## config.mk

```make
export PLATFORM = sky130hd
export DESIGN_NAME = alu_serial_seq
export DESIGN_NICKNAME = d
export VERILOG_FILES = /design/src/rtl/alu_serial_seq.sv
export SDC_FILE = /design/constraint.sdc
export NUM_CORES = 1
export LEC_CHECK = 0
export CAP_MARGIN = 15
export CORE_MARGIN = 10
export CORE_UTILIZATION = 40
export DETAILED_ROUTE_END_ITERATION = 8
export RECOVER_POWER = 50
export SKIP_LAST_GASP = 1
export SLEW_MARGIN = 25
export SYNTH_ARGS = -nofsm -noshare
export SYNTH_HDL_FRONTEND = slang
export SYNTH_SLANG_ARGS = --single-unit
```

## constraint.sdc

```tcl
create_clock -name i_clk -period 1.9 [get_ports i_clk]
set_clock_uncertainty 0.05 [all_clocks]
set_input_delay 0.38 -clock i_clk [delete_from_list [all_inputs] [get_ports i_clk]]
set_output_delay 0.38 -clock i_clk [all_outputs]
set_load 0.02 [all_outputs]
```

## src/rtl/alu_serial_seq.sv

```systemverilog
// Bit-serial ALU sequencer: walks the 1-bit ALU slice across a W-bit word, LSB first.
// Optional build macro ALU_SEQ_SLT_EN adds set-less-than on op == 4'b0111.
module alu_serial_seq #(
   parameter int unsigned W  = 8,
   parameter int unsigned CW = 4
) (
   input  logic         i_clk,
   input  logic         i_rst,
   input  logic         i_start,
   input  logic [W-1:0] i_a,
   input  logic [W-1:0] i_b,
   input  logic [3:0]   i_op,
   output logic         o_busy,
   output logic         o_done,
   output logic [W-1:0] o_result,
   output logic         o_carry_out,
   output logic         o_overflow,
   output logic         o_zero
);

   typedef enum logic [1:0] {
      S_IDLE = 2'd0,
      S_RUN  = 2'd1,
      S_DONE = 2'd2
   } state_t;

   state_t        r_state;
   state_t        w_state_nxt;
   logic [W-1:0]  r_a;
   logic [W-1:0]  r_b;
   logic [W-1:0]  r_res;
   logic [2:0]    r_op;
   logic [CW-1:0] r_cnt;
   logic          r_carry;
   logic          r_c_msb;

   logic          w_arith;
   logic          w_bsel;
   logic          w_sum;
   logic          w_bit;
   logic          w_carry_nxt;
   logic          w_last;
   logic          w_ovf_raw;
   logic [W-1:0]  w_res_final;
   logic          w_cout_final;
   logic          w_ovf_final;
   logic          w_unused;

   // op[3] only matters for the optional SLT decode
   assign w_unused = i_op[3];

   assign w_arith     = (r_op[1:0] == 2'b11) | r_op[2];
   assign w_bsel      = r_op[2] ? ~r_b[0] : r_b[0];
   assign w_sum       = r_a[0] ^ w_bsel ^ r_carry;
   assign w_carry_nxt = (r_a[0] & w_bsel) | (r_a[0] & r_carry) | (w_bsel & r_carry);
   assign w_last      = (r_cnt == CW'(W - 1));
   assign w_ovf_raw   = r_c_msb ^ r_carry;

   // One result bit for the current slice
   always_comb begin
      w_bit = w_sum;
      if (!w_arith) begin
         case (r_op[1:0])
            2'b00:   w_bit = r_a[0] & r_b[0];
            2'b01:   w_bit = r_a[0] | r_b[0];
            default: w_bit = r_a[0] ^ r_b[0];
         endcase
      end
   end

`ifdef ALU_SEQ_SLT_EN
   logic r_slt;

   always_ff @(posedge i_clk or posedge i_rst) begin
      if (i_rst) begin
         r_slt <= 1'b0;
      end else if (r_state == S_IDLE && i_start) begin
         r_slt <= (i_op == 4'b0111);
      end
   end

   // SLT: sign of the difference, corrected for signed overflow
   always_comb begin
      w_res_final  = r_res;
      w_cout_final = w_arith & r_carry;
      w_ovf_final  = w_arith & w_ovf_raw;
      if (r_slt) begin
         w_res_final  = W'(r_res[W-1] ^ w_ovf_raw);
         w_cout_final = 1'b0;
         w_ovf_final  = 1'b0;
      end
   end
`else
   always_comb begin
      w_res_final  = r_res;
      w_cout_final = w_arith & r_carry;
      w_ovf_final  = w_arith & w_ovf_raw;
   end
`endif

   always_ff @(posedge i_clk or posedge i_rst) begin
      if (i_rst) r_state <= S_IDLE;
      else       r_state <= w_state_nxt;
   end

   always_comb begin
      w_state_nxt = r_state;
      case (r_state)
         S_IDLE:  if (i_start) w_state_nxt = S_RUN;
         S_RUN:   if (w_last)  w_state_nxt = S_DONE;
         S_DONE:  w_state_nxt = S_IDLE;
         default: w_state_nxt = S_IDLE;
      endcase
   end

   // Datapath and registered outputs
   always_ff @(posedge i_clk or posedge i_rst) begin
      if (i_rst) begin
         r_a         <= '0;
         r_b         <= '0;
         r_res       <= '0;
         r_op        <= '0;
         r_cnt       <= '0;
         r_carry     <= 1'b0;
         r_c_msb     <= 1'b0;
         o_busy      <= 1'b0;
         o_done      <= 1'b0;
         o_result    <= '0;
         o_carry_out <= 1'b0;
         o_overflow  <= 1'b0;
         o_zero      <= 1'b0;
      end else begin
         o_busy <= (w_state_nxt == S_RUN);
         o_done <= (r_state == S_DONE);
         case (r_state)
            S_IDLE: begin
               if (i_start) begin
                  r_a     <= i_a;
                  r_b     <= i_b;
                  r_op    <= i_op[2:0];
                  r_cnt   <= '0;
                  r_carry <= i_op[2];
                  r_c_msb <= 1'b0;
               end
            end
            S_RUN: begin
               r_a   <= {1'b0, r_a[W-1:1]};
               r_b   <= {1'b0, r_b[W-1:1]};
               r_res <= {w_bit, r_res[W-1:1]};
               r_cnt <= r_cnt + CW'(1);
               if (w_arith) r_carry <= w_carry_nxt;
               if (w_last)  r_c_msb <= r_carry;
            end
            S_DONE: begin
               o_result    <= w_res_final;
               o_zero      <= (w_res_final == '0);
               o_carry_out <= w_cout_final;
               o_overflow  <= w_ovf_final;
            end
            default: ;
         endcase
      end
   end

endmodule

```

Word-level counts from Yosys, hierarchy flattened
Cells that the tools add are included.

operators by class
  bitwise operators = 15
  reductions and logical operators = 8
  add/sub/neg operators = 1
  equality and inequality tests = 9
  mux-type cells = 18

operators by type and width
  kind                                                  count
  one-hot mux 8 bit (2 select lines)                    2
  2-to-1 mux 8 bit                                      2
  logical NOT 8 bit                                     1
  one-hot mux 4 bit (2 select lines)                    1
  AND 1 bit                                             6
  equality test 2 x 1 -> 1 bit (second input constant)  3
  2-to-1 mux 1 bit                                      6
  != test 2 bit (second input constant)                 3
  one-hot mux 1 bit (2 select lines)                    3
  AND reduction 3 bit                                   2
  adder 4 x 1 -> 4 bit (second input constant)          1
  equality test 2 bit (second input constant)           2
  equality test 4 x 3 -> 1 bit (second input constant)  1
  logical NOT 2 bit                                     2
  2-to-1 mux 2 bit                                      2
  2-to-1 mux 4 bit                                      1
  bitwise OR 1 bit                                      4
  one-hot mux 2 bit (2 select lines)                    1
  AND reduction 2 bit                                   2
  bitwise XOR 1 bit                                     4
  nonzero test 2 bit                                    1
  NOT 1 bit                                             1

word-level totals
  register bits = 48
  bits of input ports = 23
  output and inout bits = 13

Longest topological paths before layout
  depth after elaboration = 7
  depth in mapped cells = 5
  gate-level depth less buffers = 5

Worst setup path after synthesis
Ideal clock, no wire load.

  path kind = register to register
  from = reg r_b[0]
  to = reg r_res[7]
  arrival = 1.221 ns
  stages on the path, launching flop included = 5
  setup slack = 0.508 ns
  setup time = 0.121 ns
  period minus slack after synthesis = 1.392 ns
  cells stage by stage = dfrtp_1 -> xnor2_1 -> fa_1 -> o21ai_0 -> o22a_1

on the way
  longest elaborated chain between the ends = 5

ends and longest elaborated chain
  element                         RTL line  text
  start: declaration              30        logic [W-1:0] r_b;
  start signal: assignment        139       r_b <= i_b;
  start signal: assignment        148       r_b <= {1'b0, r_b[W-1:1]};
  NOT 1 bit                       53        assign w_bsel = r_op[2] ? ~r_b[0] : r_b[0];
  2-to-1 mux 1 bit                53
  bitwise XOR 1 bit (2 in a row)  54        assign w_sum = r_a[0] ^ w_bsel ^ r_carry;
  2-to-1 mux 1 bit (*)            62        if (!w_arith) begin
  end signal: assignment          149       r_res <= {w_bit, r_res[W-1:1]};
  end: declaration                31        logic [W-1:0] r_res;

Mark *: on every way between the ends. The rest lies on a longest branch, timed or not.
A chain may end at the register's enable or synchronous reset.

Final worst setup path
  from = reg o_carry_out
  to = out o_carry_out

RTL lines
  element                   RTL line  text
  start: declaration        16        output logic o_carry_out,
  start signal: assignment  157       o_carry_out <= w_cout_final;

No word-level cell between the ends.

==> impl_metrics.csv <==
group,metric,value,unit
global_routing,grt_pass1_vias,1763,
sta,slew_violations,0,
sta,max_freq,583,MHz
layout,n_antenna_cell,0,
die,placementRows,27,
die,die-area,8900,µm²
routing,wire_per_inst,14.4,µm
yosys,synthCells,218,
clocking,post_cts_hold_buffer_count,0,
clocking,clk-insertion-delay-late,0.30,ns
yosys,synth_fa_ha_area_share,2.60,%
yosys,synth_edf_count,0,
global_routing,overflow,0,
global_routing,grt_pass1_wl,8190,µm
power_and_ir_drop,peakVddDrop,0.490,mV
placed_design,gp_congestion,0.736,
yosys,syn_nets,245,
yosys,ys_seq_area_share,54.3,%
sta,worst_slew_pin_slew,1.18,ns
sta,whs,0.428,ns
routing,viasPerCell,5.06,
clocking,numCtsBuffers,5,
sta,hold_viol,0,
routing,firstDrtPassIters,4,
layout,final_cells,330,
die,core-area,5440,µm²
setup_path,cp_num_buf_inv,1,
yosys,synthFlopType,"dfrtp_1",
global_routing,antenna_found_initial,0,
outcome,status,"finished, final reports clean",
global_routing,grt_max_degree,49,
yosys,synth_commonest_cells,"51 x nand2_1, 48 x dfrtp_1, 16 x a21oi_1",
power_and_ir_drop,power,4.16,mW
clocking,clock_tree.buffer_depth,2,
clocking,clockRootBuffer,"clkbuf_8",
placed_design,port_buffers,34,
yosys,synth.top_cell.area_share,54.3,%
job,drv_cap,0,
clocking,cts.sinks,48,
layout,area_delta_synth_final,26.6,%
setup_path,slowest_stage,"clkdlybuf4s50_1",
setup_path,startpoint_type,"flip-flop",
yosys,synth_top_family_by_area,"compound AO/OA/AOI/OAI gates",
clocking,cts_resized,0,
die,die-width,94.4,µm
clocking,cts-htree-levels,2,
routing,route.vias.total,1669,
yosys,synthSimpleGateAreaFrac,17.3,%
layout,post-route-util,51.5,%
routing,drt_iter0_drc,68,
setup_path,critPathTopFamily,"buffers and inverters",
power_and_ir_drop,leakage,1.29,nW
routing,drc,0,
setup_path,arrival,1.28,ns
yosys,yosys.area.top_type,"dfrtp_1",
setup_path,path_cells,"clkdlybuf4s50_1",
yosys,synth-xor-area-share,0.792,%
yosys,yosysWarningCount,0,
sta,finalWorstSetupSlack,0.186,ns
placed_design,dp_cells,322,
yosys,yosys-top-cells-area,"dfrtp_1 54%, nand2_1 8.7%, a22oi_1 4.8%",
routing,antenna_left,0,
sta,finalSetupViolCount,0,
power_and_ir_drop,power.density,1480,nW/µm²
yosys,synth_seq_cells,48,
routing,wl,4740,µm
die,pin_count,36,
sta,max_slew_margin,21.3,%
yosys,synth_compound_area_share,17.6,%
layout,layout-drive-gt1-share,9.30,%
yosys,synth_most_common_cell,"nand2_1",
layout,final_nets,284,
placed_design,dp_hpwl,3240,µm
yosys,async_flop_share,100,%
setup_path,crit_type,"flip-flop to output pin",
layout,design_area,2800,µm²
placed_design,preCtsSetupSlack,0.0914,ns
placed_design,placed_cell_area,2660,µm²
yosys,synth_cell_types,35,
clocking,post_cts_buffers,0,
yosys,netlist_area,2210,µm²
clocking,cts_tree,"yes",
setup_path,critPathMaxStageDelay,0.62,ns
global_routing,grt_usage,11.3,%
sta,rsz0062_at_grt,"no",
yosys,synth_mux_area_share,3.39,%
setup_path,crit_path_end_kind,"output pin",
sta,min_period,1.71,ns
clocking,path_clk_slew,0.09,ns
sta,tns,0,ns
die,initial_core_util,40.7,%
setup_path,worstPathMaxFanout,2,
sta,fin_crit_sh,90.2,%
die,die_h,94.4,µm
yosys,synth.avg_cell_area,10.1,µm²
setup_path,required,1.47,ns
min_path,hp-class,"flip-flop to flip-flop",
[layer usage]
layer  vias to the layer above  GRT usage (%)  part of all wire (%)  wire length (µm)
li1                        821              -                     -                 -
met1                       812           13.6                    46              2190
met2                        31           18.7                    47              2240
met3                         5           3.09                   5.2               248
met4                         0           4.56                   1.4                66
met5                         -              0                     0                 0
[path summary, 6_finish.rpt]
path | to | start | slack (ns) | depth (start not counted)
worst min register to register | o_result[4] | o_result[4] | 0.43 | 2
max in group asynchronous | r_op[1] | i_rst | 0.36 | 3
worst max-delay path | o_carry_out | o_carry_out | 0.19 | 1
worst max register to register | r_carry | r_state[1] | 0.39 | 4
min in group asynchronous | o_done | i_rst | 0.71 | 3
worst min-delay path | o_result[4] | o_result[4] | 0.43 | 2
[logic make-up after synthesis]
| kind of cell | Yosys count |
|---|---|
| adder cells (fa/ha/maj) | 4 |
| AO/OA/AOI/OAI | 61 |
| AND/OR/NAND/NOR | 78 |
| flip-flops | 48 |
| multiplexers | 7 |
| buffers and inverters | 18 |
| XOR/XNOR | 2 |
[worst reg2reg max path, delay by kind of cell, from the launching register on]
family	cells	cell delay [ns]
AO/OA/AOI/OAI	2	0.57
buffers and inverters	1	0.23
flip-flops	1	0.40
multiplexers	1	0.19
[cell usage in the layout (no fill, tap or decap), types with 8 or more instances in the layout]
master,instances
clkdlybuf4s50_1,33
dfrtp_1,48
a21oi_1,16
nand2_1,51
o21ai_0,14
buf_4,8
nor2b_1,9
a22oi_1,14
[registers in the layout, summed over array words and instances (netlist names)]
| name | count |
|---|---|
| o_result | 8 |
| r_a | 8 |
| r_b | 8 |
| r_res | 8 |
| r_cnt | 4 |
| r_op | 3 |
| r_state | 2 |
| o_busy | 1 |
| o_carry_out | 1 |
| o_done | 1 |
| o_overflow | 1 |
| o_zero | 1 |
| r_c_msb | 1 |
| r_carry | 1 |
[final cells by class]
cell class / instances / area, µm²
clock buffer: 5 / 68.8
clock inverter: 3 / 90.1
fill: 534 / 2640
inverter: 7 / 26.3
multi-input combinational: 152 / 920
sequential: 48 / 1200
tap: 72 / 90.1
timing repair buffer: 43 / 405
[power by group]
| group | switching (mW) | internal [mW] | total, mW | leakage (nW) |
|---|---|---|---|---|
| clock network | 0.357 | 0.658 | 1.01 | 0.0784 |
| registers | 0.310 | 1.40 | 1.71 | 0.622 |
| logic | 0.740 | 0.693 | 1.43 | 0.589 |
| total | 1.41 | 2.75 | 4.16 | 1.29 |
No activity file was read; power rests on OpenSTA's default activity.
==> RTL edit 1: new RTL, config.mk and constraints unchanged <==
The 3 states of `state_t` get a one-hot encoding in 3 bits.
--- a/src/rtl/alu_serial_seq.sv
+++ b/src/rtl/alu_serial_seq.sv
@@ -19,8 +19,8 @@
 );
 
-   typedef enum logic [1:0] {
-      S_IDLE = 2'd0,
-      S_RUN  = 2'd1,
-      S_DONE = 2'd2
+   typedef enum logic [2:0] {
+      S_IDLE = 3'b001,
+      S_RUN  = 3'b010,
+      S_DONE = 3'b100
    } state_t;
 
Formal check against the unedited RTL: no difference found for any inputs over 10 cycles, from zero or initial values and one cycle with i_rst high; not proved beyond that.
==> RTL edit 1 against the original RTL <==
  * Non-clock buffer count unchanged
  * Total power down 8.3%
  * Count of clock-buffer cells in the layout up 1
  * Die area up 2.2%
  * Sequential cell count up 1
  * Clock power down 26%
  * Area after synthesis up 2.8%
  * Setup slack better by 0.00082 ns
  * Cell area up 0.63%
  * Largest power group unchanged
  * Wire length down 4.8%
  * Sequential share of layout area up 0.67 points
  * Critical endpoint is now o_result[5]
==> RTL edit 1: results (changes against the original RTL) <==
[sta]
tightestPinTransition_ns=0.6207  ; -0.5595 ns

[worst_setup_path]
path_max_fanout=2  ; unchanged
cpLargestDelayFamily=buffers and inverters
timing.critical_path.slowest_stage_cell=sky130_fd_sc_hd__clkdlybuf4s50_1
cpPeakStageDelay_ns=0.61
worstPathArrival_ns=1.28  ; about the same

[placed_design]
portBuffers=34  ; unchanged
dp_hpwl_um=3228  ; -0.51%
finalWeightedCongestion=0.8014  ; +8.9%
placed_cells_incl_taps=325  ; +0.93%
pre_cts_slack_ns=0.09085  ; -0.0005074 ns

[layout]
drive_above_1_share=0.1188  ; +0.02575
fillCellCount=518  ; -3.0%
final_net_count=287  ; +1.1%
num_antenna_cells=0  ; unchanged

[clocking]
clock_tree.htree_level_count=2  ; unchanged
cts_buffers=5  ; unchanged
clk_pin_slew_worst_paths_ns=0.09  ; about the same
clkLatencyLatePin_ns=0.31
clockBufferDepth=2  ; unchanged
cts_resized=0  ; unchanged
buffer_cell_driving_the_clock_tree_root=sky130_fd_sc_hd__clkbuf_8
post_cts_buffers=0  ; unchanged

[global_routing]
grt_pass1_wl_um=7948  ; -3.0%
grt_pass1_vias=1723  ; -2.3%
grt_antenna_before_repair=0  ; unchanged
gr-usage-all-layers=0.1095  ; -0.003663
pin_count_of_the_biggest_net_entering_global_routing=34  ; -31%

[yosys]
yosys.cell_types.count=41  ; +17%
ys_top_cells_by_area=sky130_fd_sc_hd__dfrtp_1 53%, sky130_fd_sc_hd__nand2_1 13%, sky130_fd_sc_hd__a31oi_2 5.0%, sky130_fd_sc_hd__nor3_1 3.1%, sky130_fd_sc_hd__mux2i_1 2.6%
asyncSetResetFlopFracSynth=1.000  ; unchanged
ys_top_cells_by_count=77 x sky130_fd_sc_hd__nand2_1, 48 x sky130_fd_sc_hd__dfrtp_1, 14 x sky130_fd_sc_hd__nor3_1, 9 x sky130_fd_sc_hd__a31oi_2, 9 x sky130_fd_sc_hd__buf_2
synth_cells=224  ; +2.8%
most_used_flip_flop_cell_after_synthesis=sky130_fd_sc_hd__dfrtp_1
syn-num-nets=251  ; +2.4%
synth-seq-area-share=0.5396  ; -0.003382
yosys_warnings=0  ; unchanged

[worst_hold_path]
timing.hold.worst.class=register to register

[detailed_routing]
postRouteWirelength_um=4510  ; -4.8%
drt_first_iter_violations=66  ; -2.9%
via_count=1647  ; -1.3%
drt_pre_antenna_iters=4  ; unchanged
routed_via_density=4.946  ; -2.2%

[job]
max_cap_viol_count=0  ; unchanged

[pwr]
static_leak_nw=1.288  ; about the same
worst_ir_drop_vdd_v=0.0006852  ; +40%

[run_status]
run_status=completed

[RTL edit 1: cell types whose count changed in the layout (fill, tap and decap cells not counted), sizes merged, moves of 3 or more]
cell	unedited run	this run
nand2	51	77
a21oi	17	1
o21ai	17	2
a31oi	0	14
nor3	0	14
a22oi	14	1
nor2b	10	0
and2b	5	0
mux2i	3	7
a21o	0	3
nand2b	3	0
[RTL edit 1: logic make-up after synthesis]
kind of cell    synth area share
fa+ha+maj                0.02530
simple gates              0.2046
mux                      0.05115
compound gates            0.1166
xor+xnor                 0.01155
buf+inv                  0.05115
flops                     0.5396
[RTL edit 1: final cells by class]
| class | count | share of cell area |
|---|---|---|
| repair buffers | 43 | 0.1518 |
| clock inverters | 2 | 0.01376 |
| clock buffers | 6 | 0.02574 |
| inverters | 7 | 0.009321 |
| flip-flops and latches | 49 | 0.4354 |
| multi-input cells | 154 | 0.3320 |
| well taps | 72 | 0.03196 |
[RTL edit 1: layer usage]
| metal | track usage | wire [µm] | vias to the layer above |
|---|---|---|---|
| met4 | 0.05160 | 96 | 0 |
| li1 | - | - | 829 |
| met3 | 0.02907 | 207 | 6 |
| met1 | 0.1361 | 2094 | 789 |
| met2 | 0.1739 | 2111 | 23 |
| met5 | 0 | 0 | - |
[RTL edit 1: stage by stage]
stage            util  area, µm²
2_1_floorplan       -       2275
3_3_place_gp   0.4972       2738
3_5_place_dp   0.4972       2738
4_1_cts        0.5174       2849
5_1_grt        0.5119       2819
6_report       0.5119       2819
[RTL edit 1: power breakdown]
group | switching [mW] | leakage [nW] | total, mW | internal (mW)
clock | 0.350 | 0.0554 | 0.745 | 0.395
sequential | 0.281 | 0.616 | 1.66 | 1.38
combinational | 0.722 | 0.617 | 1.41 | 0.686
[RTL edit 1: worst paths after layout]
path	startpoint	endpoint	slack (ns)	depth (start not counted)
max in group asynchronous	i_rst	r_a[3]$_DFFE_PP0P_	0.39	3
min in group asynchronous	i_rst	o_result[0]$_DFFE_PP0P_	0.53	2
hold reg to reg	o_result[7]$_DFFE_PP0P_	o_result[7]$_DFFE_PP0P_	0.43	2
setup / recovery	o_result[5]$_DFFE_PP0P_	o_result[5]	0.19	1
setup reg to reg	r_op[2]$_DFFE_PP0P_	r_carry$_DFFE_PP0P_	0.28	5
hold / removal	o_result[7]$_DFFE_PP0P_	o_result[7]$_DFFE_PP0P_	0.43	2
==> RTL edit 2: new RTL, config.mk and constraints unchanged <==
Without the edit above. `W`: 8 -> 10.
--- a/src/rtl/alu_serial_seq.sv
+++ b/src/rtl/alu_serial_seq.sv
@@ -2,5 +2,5 @@
 // Optional build macro ALU_SEQ_SLT_EN adds set-less-than on op == 4'b0111.
 module alu_serial_seq #(
-   parameter int unsigned W  = 8,
+   parameter int unsigned W  = 10,
    parameter int unsigned CW = 4
 ) (
Ports: changed (resized i_a, i_b and o_result); port bits go from 36 to 42. No check against the original RTL was run, so the function may have changed too.
==> RTL edit 2 against the original RTL <==
  * Wire length rose by 11%
  * Total power grew 12%
  * Sequential cell count grew 8
  * Area after synthesis is 17% higher
  * Utilization shrank 1.1 points
  * Sequential power grew 20%
  * Hold slack is essentially flat
  * Cell count up 16%
  * Cell area grew 14%
  * Setup slack worse by 0.088 ns
  * Critical path depth rose by 4
==> RTL edit 2: results (changes against the original RTL) <==
[yosys]
yosys_warnings=0  ; unchanged
asyncSetResetFlopFracSynth=1.000  ; unchanged
ys_top_cells_by_count=74 x sky130_fd_sc_hd__nand2_1, 56 x sky130_fd_sc_hd__dfrtp_1, 22 x sky130_fd_sc_hd__o21ai_0, 21 x sky130_fd_sc_hd__a21oi_1, 12 x sky130_fd_sc_hd__and3b_1
synth-seq-area-share=0.5416  ; -0.001400
syn-num-nets=295  ; +20%
yosys.cell_types.count=36  ; +2.9%
most_used_flip_flop_cell_after_synthesis=sky130_fd_sc_hd__dfrtp_1
ys_top_cells_by_area=sky130_fd_sc_hd__dfrtp_1 54%, sky130_fd_sc_hd__nand2_1 11%, sky130_fd_sc_hd__o21ai_0 4.3%, sky130_fd_sc_hd__a21oi_1 4.1%, sky130_fd_sc_hd__and3b_1 4.1%

[clocking]
clk_pin_slew_worst_paths_ns=0.09  ; about the same
cts_buffers=5  ; unchanged
buffer_cell_driving_the_clock_tree_root=sky130_fd_sc_hd__clkbuf_8
post_cts_buffers=0  ; unchanged
clkLatencyLatePin_ns=0.31
clock_tree.htree_level_count=2  ; unchanged
clockBufferDepth=2  ; unchanged
cts_resized=0  ; unchanged

[sta]
finalMaxSlewViolations=0  ; unchanged
slew_headroom=0.1837  ; -0.02944

[worst_setup_path]
path_max_fanout=4  ; +2
timing.critical_path.slowest_stage_cell=sky130_fd_sc_hd__dfrtp_1
cpPeakStageDelay_ns=0.43  ; -0.19 ns
cpLargestDelayFamily=flip-flops
worstPathArrival_ns=1.96  ; +0.68 ns

[detailed_routing]
routed_via_density=4.982  ; -1.5%
postRouteWirelength_um=5253  ; +11%
drt_pre_antenna_iters=4  ; unchanged
drt_first_iter_violations=69  ; +1.5%

[layout]
num_antenna_cells=0  ; unchanged
drive_above_1_share=0.07190  ; -0.02113
final_net_count=337  ; +19%

[placed_design]
finalWeightedCongestion=0.7017  ; -4.7%
dp_hpwl_um=3689  ; +14%
pre_cts_slack_ns=0.08374  ; -0.007613 ns
portBuffers=40  ; +18%

[pwr]
worst_ir_drop_vdd_v=0.0006307  ; +29%
netSwitchingPower_mw=1.721  ; +22%
static_leak_nw=1.504  ; +17%

[global_routing]
grt_pass1_vias=1864  ; +5.7%
grt_antenna_before_repair=0  ; unchanged
pin_count_of_the_biggest_net_entering_global_routing=57  ; +16%
grt_pass1_wl_um=9045  ; +10%
gr-usage-all-layers=0.1090  ; -0.004183

[run_status]
run_status=completed

[worst_hold_path]
timing.hold.worst.class=register to register

==> RTL edit 2: path summary, 6_finish.rpt <==
kind / to / startpoint / cells after the start / slack, ns
worst max-delay path: r_res[9]$_DFFE_PP0P_ / r_op[2]$_DFFE_PP0P_ / 5 / 0.1
worst min-delay path: o_result[9]$_DFFE_PP0P_ / o_result[9]$_DFFE_PP0P_ / 2 / 0.43
worst max register to register: r_res[9]$_DFFE_PP0P_ / r_op[2]$_DFFE_PP0P_ / 5 / 0.1
worst min register to register: o_result[9]$_DFFE_PP0P_ / o_result[9]$_DFFE_PP0P_ / 2 / 0.43
max in group asynchronous: r_res[1]$_DFFE_PP0P_ / i_rst / 3 / 0.33
min in group asynchronous: o_result[6]$_DFFE_PP0P_ / i_rst / 3 / 0.73
==> RTL edit 2: through the flow <==
| stage | std cells | area, µm² | util |
|---|---|---|---|
| 2_1_floorplan | 263 | 2587 | - |
| 3_3_place_gp | 375 | 3100 | 0.4911 |
| 3_5_place_dp | 375 | 3100 | 0.4911 |
| 4_1_cts | 383 | 3208 | 0.5081 |
| 5_1_grt | 383 | 3182 | 0.5040 |
| 6_report | 383 | 3182 | 0.5040 |
==> RTL edit 2: worst min-delay path, stage by stage (launching register included) <==
cell and delay (ns):
sky130_fd_sc_hd__dfrtp_1 0.35, sky130_fd_sc_hd__nand2_1 0.05, sky130_fd_sc_hd__nand2_1 0.05
==> RTL edit 2: kinds of logic after synthesis <==
group | after synthesis | share of synthesized area
AND/OR/NAND/NOR | 112 | 0.2176
AO/OA/AOI/OAI | 59 | 0.1369
flip-flops | 56 | 0.5416
buffers and inverters | 23 | 0.04545
multiplexers | 6 | 0.02466
adder cells (fa/ha/maj) | 5 | 0.02708
XOR/XNOR | 2 | 0.006771
==> RTL edit 2: metal layers <==
layer / vias up / part of all wire / global-route usage
met1: 896 / 0.47 / 0.1397
met4: 0 / 0.014 / 0.03913
li1: 974 / - / -
met5: - / 0 / 0
met2: 32 / 0.46 / 0.1667
met3: 6 / 0.054 / 0.03709
==> RTL edit 2: area by class of cell <==
type | instances | area, µm²
clock buffers | 6 | 72.57
clock inverters | 2 | 35.03
fillers | 614 | 3132
inverters | 7 | 26.28
multi-input cells | 184 | 1061
flip-flops and latches | 56 | 1401
well taps | 77 | 96.34
repair buffers | 51 | 489.2
==> RTL edit 2: power by group through the flow <==
| stage | clock (mW) | sequential (mW) | combinational [mW] |
|---|---|---|---|
| after floorplan | 0 | 2.08 | 1.26 |
| after global placement | 0 | 2.07 | 1.84 |
| after detailed placement | 0 | 2.09 | 1.88 |
| after CTS | 0.789 | 2.06 | 1.89 |
| after global routing | 0.843 | 2.14 | 2.10 |
| final | 0.771 | 2.05 | 1.83 |
